$ cat src/rtl/vram_slot_arbiter_if.sv
// Game-logic request/response channel into the VRAM slot arbiter.
// The game engine is the master; the arbiter is the slave.
interface vram_slot_arbiter_if #(
  parameter int AW = 17,
  parameter int DW = 8
);
  logic          g_valid;
  logic          g_we;
  logic [AW-1:0] g_addr;
  logic [DW-1:0] g_wdata;
  logic          g_ready;
  logic [DW-1:0] g_rdata;
  logic          g_rvalid;

  modport master (
    output g_valid, g_we, g_addr, g_wdata,
    input  g_ready, g_rdata, g_rvalid
  );

  modport slave (
    input  g_valid, g_we, g_addr, g_wdata,
    output g_ready, g_rdata, g_rvalid
  );
endinterface

$ cat src/rtl/vram_slot_arbiter.sv
// Shares one single-port VRAM between VGA scanout and game logic.
// Slot 0 of each pixel period belongs to the display while disp_en is high.
module vram_slot_arbiter #(
  parameter int AW    = 17,
  parameter int DW    = 8,
  parameter int SLOTS = 4
) (
  input  logic          clk,
  input  logic          reset,
  input  logic          tick,
  input  logic          disp_en,
  input  logic [AW-1:0] disp_addr,
  output logic [DW-1:0] disp_data,
  output logic          disp_data_valid,
  vram_slot_arbiter_if.slave game,
  output logic          mem_en,
  output logic          mem_we,
  output logic [AW-1:0] mem_addr,
  output logic [DW-1:0] mem_wdata,
  input  logic [DW-1:0] mem_rdata,
  output logic          phase_err
);

  localparam int SW = (SLOTS > 1) ? $clog2(SLOTS) : 1;
  localparam logic [SW-1:0] LAST_SLOT = SW'(SLOTS - 1);

  logic [SW-1:0] slot;
  logic          dgrant;
  logic          gaccept;
  logic          tag1_disp, tag1_rd;
  logic          tag2_disp, tag2_rd;

  always_comb begin
    dgrant  = (slot == '0) && disp_en;
    gaccept = game.g_valid && !dgrant;
  end

  // g_ready must never look at g_valid, so it comes from the slot alone.
  assign game.g_ready  = !dgrant;
  assign game.g_rdata  = mem_rdata;
  assign game.g_rvalid = tag2_rd;

  always_ff @(posedge clk or posedge reset) begin
    if (reset) begin
      slot      <= LAST_SLOT;
      phase_err <= 1'b0;
    end else begin
      if (tick) begin
        slot <= '0;
        if (slot != LAST_SLOT) begin
          phase_err <= 1'b1;
        end
      end else begin
        slot <= slot + SW'(1);
      end
    end
  end

  // The winner of cycle N is presented to the RAM in N+1; idle cycles hold address/data.
  always_ff @(posedge clk or posedge reset) begin
    if (reset) begin
      mem_en    <= 1'b0;
      mem_we    <= 1'b0;
      mem_addr  <= '0;
      mem_wdata <= '0;
    end else begin
      mem_en <= dgrant || gaccept;
      mem_we <= gaccept && game.g_we;
      if (dgrant) begin
        mem_addr <= disp_addr;
      end else if (gaccept) begin
        mem_addr <= game.g_addr;
      end
      if (gaccept && game.g_we) begin
        mem_wdata <= game.g_wdata;
      end
    end
  end

  always_ff @(posedge clk or posedge reset) begin
    if (reset) begin
      tag1_disp <= 1'b0;
      tag1_rd   <= 1'b0;
      tag2_disp <= 1'b0;
      tag2_rd   <= 1'b0;
    end else begin
      tag1_disp <= dgrant;
      tag1_rd   <= gaccept && !game.g_we;
      tag2_disp <= tag1_disp;
      tag2_rd   <= tag1_rd;
    end
  end

  // Display words are captured so scanout sees a stable value until the next fetch.
  always_ff @(posedge clk or posedge reset) begin
    if (reset) begin
      disp_data       <= '0;
      disp_data_valid <= 1'b0;
    end else begin
      disp_data_valid <= tag2_disp;
      if (tag2_disp) begin
        disp_data <= mem_rdata;
      end
    end
  end

endmodule

$ cat src/flat_wrapper.sv
// flat-port wrapper written by rule: the top's interface ports become plain ports
module vram_slot_arbiter_flat 
#(
  parameter int AW    = 17,
  parameter int DW    = 8,
  parameter int SLOTS = 4
)
  (clk, reset, tick, disp_en, disp_addr, disp_data, disp_data_valid, mem_en, mem_we, mem_addr, mem_wdata, mem_rdata, phase_err, game_g_valid, game_g_we, game_g_addr, game_g_wdata, game_g_ready, game_g_rdata, game_g_rvalid);
  vram_slot_arbiter_if #(.AW(AW), .DW(DW)) game_i ();
  input  logic clk;
  input  logic reset;
  input  logic tick;
  input  logic disp_en;
  input  logic [AW-1:0] disp_addr;
  output logic [DW-1:0] disp_data;
  output logic disp_data_valid;
  output logic mem_en;
  output logic mem_we;
  output logic [AW-1:0] mem_addr;
  output logic [DW-1:0] mem_wdata;
  input  logic [DW-1:0] mem_rdata;
  output logic phase_err;
  input wire logic [$bits(game_i.g_valid)-1:0] game_g_valid;
  input wire logic [$bits(game_i.g_we)-1:0] game_g_we;
  input wire logic [$bits(game_i.g_addr)-1:0] game_g_addr;
  input wire logic [$bits(game_i.g_wdata)-1:0] game_g_wdata;
  output wire logic [$bits(game_i.g_ready)-1:0] game_g_ready;
  output wire logic [$bits(game_i.g_rdata)-1:0] game_g_rdata;
  output wire logic [$bits(game_i.g_rvalid)-1:0] game_g_rvalid;
  assign game_i.g_valid = game_g_valid;
  assign game_i.g_we = game_g_we;
  assign game_i.g_addr = game_g_addr;
  assign game_i.g_wdata = game_g_wdata;
  assign game_g_ready = game_i.g_ready;
  assign game_g_rdata = game_i.g_rdata;
  assign game_g_rvalid = game_i.g_rvalid;
  vram_slot_arbiter #(.AW(AW), .DW(DW), .SLOTS(SLOTS)) u_core (.clk(clk), .reset(reset), .tick(tick), .disp_en(disp_en), .disp_addr(disp_addr), .disp_data(disp_data), .disp_data_valid(disp_data_valid), .game(game_i), .mem_en(mem_en), .mem_we(mem_we), .mem_addr(mem_addr), .mem_wdata(mem_wdata), .mem_rdata(mem_rdata), .phase_err(phase_err));
endmodule
$ cat config.mk
export PLATFORM = sky130hd
export DESIGN_NAME = vram_slot_arbiter_flat
export DESIGN_NICKNAME = d
export VERILOG_FILES = /design/src/rtl/vram_slot_arbiter_if.sv /design/src/rtl/vram_slot_arbiter.sv /design/src/flat_wrapper.sv
export SDC_FILE = /design/constraint.sdc
export NUM_CORES = 1
export LEC_CHECK = 0
export BUFFER_PORTS_ARGS = -buffer_cell sky130_fd_sc_hd__buf_2
export CELL_PAD_IN_SITES_DETAIL_PLACEMENT = 0
export CELL_PAD_IN_SITES_GLOBAL_PLACEMENT = 1
export CORE_UTILIZATION = 35
export CTS_CLUSTER_SIZE = 40
export DETAILED_ROUTE_END_ITERATION = 6
export PLACE_DENSITY_LB_ADDON = 0.08
export RECOVER_POWER = 25
export SKIP_CTS_REPAIR_TIMING = 1
export SLEW_MARGIN = 20
export SYNTH_ARGS = -nofsm -noshare
export SYNTH_HDL_FRONTEND = slang
export SYNTH_SLANG_ARGS = --single-unit
$ cat constraint.sdc
create_clock -name clk -period 2.35 [get_ports clk]
set_input_delay 0.47 -clock clk [delete_from_list [all_inputs] [get_ports clk]]
set_output_delay 0.47 -clock clk [all_outputs]
set_load 0.02 [all_outputs]
==> results.py <==
metrics = {
    "outcome": {
        "status": "completed",
    },
    "logic_synthesis": {
        "ys_ff_latch": 43,
        "avgSynthCellArea_um2": 12.78,
        "synth.distinct_cells": 20,
        "synth_top_cell_by_area": "dfrtp_1",
        "synth_cells": 141,
        "synth_top_area_share_pct": 56.94,
        "seq_area_frac_synth_pct": 59.86,
        "synth_nets": 199,
        "ys_top_cells_by_area": "dfrtp_1 57%, mux2i_1 9.4%, mux2_2 9.4%",
        "netlist_area_mm2": 0.001802,
        "yosys_warnings": 0,
    },
    "clocking": {
        "cts_buffers": 5,
        "cts_tree": "built",
        "htreeDepth": 2,
        "clock_latency_ps": 290,
        "clkTransAtPathRegs_ps": 80,
        "clock_path_buffers": 2,
        "cts.sinks": 43,
        "cts_root_buffer": "clkbuf_8",
    },
    "floorplanning": {
        "core_mm2": 0.004848,
        "fp-row-count": 25,
        "pin_count": 103,
        "die_h_um": 73.75,
        "die_x_um": 73.75,
        "initial_utilization_pct": 37.16,
        "dieArea_mm2": 0.005439,
    },
    "power": {
        "p_total_mw": 1.976,
        "p_per_area_mw_per_mm2": 819.5,
        "p_leak_nw": 1.253,
        "ir_worst_vdd_uv": 281.2,
    },
    "hold_path": {
        "min_path_type": "in -> async",
    },
    "setup_path": {
        "r2r-end": "u_core.mem_wdata[0]$_DFFE_PP0P_",
        "required_ps": 1880,
        "rr_startpoint": "u_core.slot[0]$_DFF_PP1_",
        "reg2reg_depth": 6,
        "end_kind": "output port",
        "critical_path_class": "reg -> out",
        "cp-startpoint": "u_core.slot[0]$_DFF_PP1_",
        "path_max_fanout": 36,
        "cp-start-kind": "register",
        "r2r_setup_slack_ps": 580,
        "arrival_ps": 1600,
        "critPathCapture": "game_g_ready",
    },
    "finish": {
        "antenna_cells": 0,
        "num-fill-cells": 464,
        "nets": 295,
        "syn_to_final_growth_pct": 33.82,
        "drive_above_1_share_pct": 54.62,
        "final_util_pct": 49.73,
    },
    "timing": {
        "tightestPinTransition_ps": 1045,
        "finalHoldViolations": 0,
        "fin_crit_ps": 2069,
        "fin_hold_ws_ps": 115.7,
        "setup_viol": 0,
        "timing.final.crit_share_pct": 88.04,
        "drv_slew": 0,
        "fmax_ghz": 0.4833,
        "finClkSkew_ps": 9.476,
        "slew_headroom_pct": 30.31,
        "setup-tns-final_ps": 0,
        "rsz0062_at_grt": "no",
    },
    "global_routing": {
        "grt_max_degree": 37,
        "antenna_found_initial": 0,
        "overflow": 0,
        "first_global_vias": 1278,
        "track_usage_pct": 13.94,
        "grt_first_pass_wirelength_um": 5595,
    },
    "placed_design": {
        "gp_congestion": 0.7584,
        "port-buffer-count": 102,
        "dp_hpwl_um": 2840,
    },
    "flow_run": {
        "max_cap_viol_count": 0,
    },
    "detailed_routing": {
        "vias": 1334,
        "drtIter0Drc": 62,
        "final_antenna_net_count": 0,
        "finalWirelength_um": 3673,
        "wire_per_inst_um": 12.04,
        "drc": 0,
        "drtPass1Iterations": 4,
        "via_per_inst": 4.374,
    },
}
==> registers in the layout, indices dropped and copies added, names as in the netlist <==
name                    flops
u_core.disp_data            8
u_core.disp_data_valid      1
u_core.game.g_rvalid        1
u_core.mem_addr            17
u_core.mem_en               1
u_core.mem_wdata            8
u_core.mem_we               1
u_core.phase_err            1
u_core.slot                 2
u_core.tag1_disp            1
u_core.tag1_rd              1
u_core.tag2_disp            1
==> routing by layer <==
layer	wire length (um)	global-route usage, %
met3	324	5.213
met2	1798	23.85
met1	1499	15.55
met5	0	0
met4	49	5.769
==> cell type report <==
cell class	instances	area [um^2]	share of cell area, %
Clock inverter	2	35.03	1.453
Multi-Input combinational cell	77	585.6	24.29
Tap cell	67	83.83	3.477
Timing Repair Buffer	104	518.0	21.48
Inverter	6	27.53	1.142
Clock buffer	6	82.58	3.425
Sequential cell	43	1079	44.73
==> cells in the final DEF (no fill, tap or decap), drive strengths merged <==
cell	Yosys	routed
a21o	1	1
and2	1	1
buf	12	102
bufinv	0	1
clkbuf	3	8
clkinv	1	3
dfrtp	41	41
dfstp	2	2
ha	2	2
inv	5	4
mux2	16	16
mux2i	17	17
nand2	18	18
nand2b	1	1
nand3	1	1
nor2	2	2
nor2b	1	1
o21ai	17	17
==> per-stage QoR <==
step | cell area, um^2 | cells | worst slack [ps]
after floorplan | 1802 | 141 | 717.1
after global placement | 2301 | 297 | 614.8
after detailed placement | 2301 | 297 | 585.9
after CTS | 2419 | 305 | 276.5
after global routing | 2411 | 305 | 185.5
final | 2411 | 305 | 281.1
==> synth_stat cells <==
cell type	number
ha_1	2
nand3_4	1
buf_6	3
inv_1	5
clkbuf_1	3
nor2_1	2
a21o_1	1
nor2b_1	1
buf_4	8
o21ai_0	17
dfrtp_1	41
dfstp_2	2
mux2i_1	17
buf_2	1
mux2_4	1
nand2_1	18
and2_4	1
nand2b_1	1
clkinv_4	1
mux2_2	15
==> where the power goes <==
part           leakage [nW]  internal, mW  switching [mW]  total, mW
sequential            0.511         0.854          0.0588      0.913
clock                0.0612         0.344           0.237      0.581
combinational         0.681         0.198           0.284      0.482
==> critical path, cell delays in order, from the launching register on <==
cell	delay [ps]
dfstp_1	550
inv_1	50
ha_1	180
and2_4	260
clkinv_4	100
buf_2	160
==> worst min path at each step <==
stage                                            endpoint  slack (ps)  depth (start not counted)
final                     u_core.disp_data[7]$_DFFE_PP0P_         120                          2
after global routing      u_core.disp_data[7]$_DFFE_PP0P_         140                          2
after CTS                 u_core.disp_data[7]$_DFFE_PP0P_         120                          2
after detailed placement       u_core.tag2_disp$_DFF_PP0_         330                          0
after global placement         u_core.tag2_disp$_DFF_PP0_         330                          0
after floorplan            u_core.game.g_rvalid$_DFF_PP0_         330                          0
==> kinds of logic (layout without fill, tap and decap cells) <==
group / after synthesis / after routing / synth area share (%)
compound gates: 18 / 18 / 5.139
fa+ha+maj: 2 / 2 / 1.389
buf+inv: 21 / 118 / 7.639
flops: 43 / 43 / 59.86
mux: 33 / 33 / 19.65
simple gates: 24 / 24 / 6.320
(Power assumes the default switching activity.)
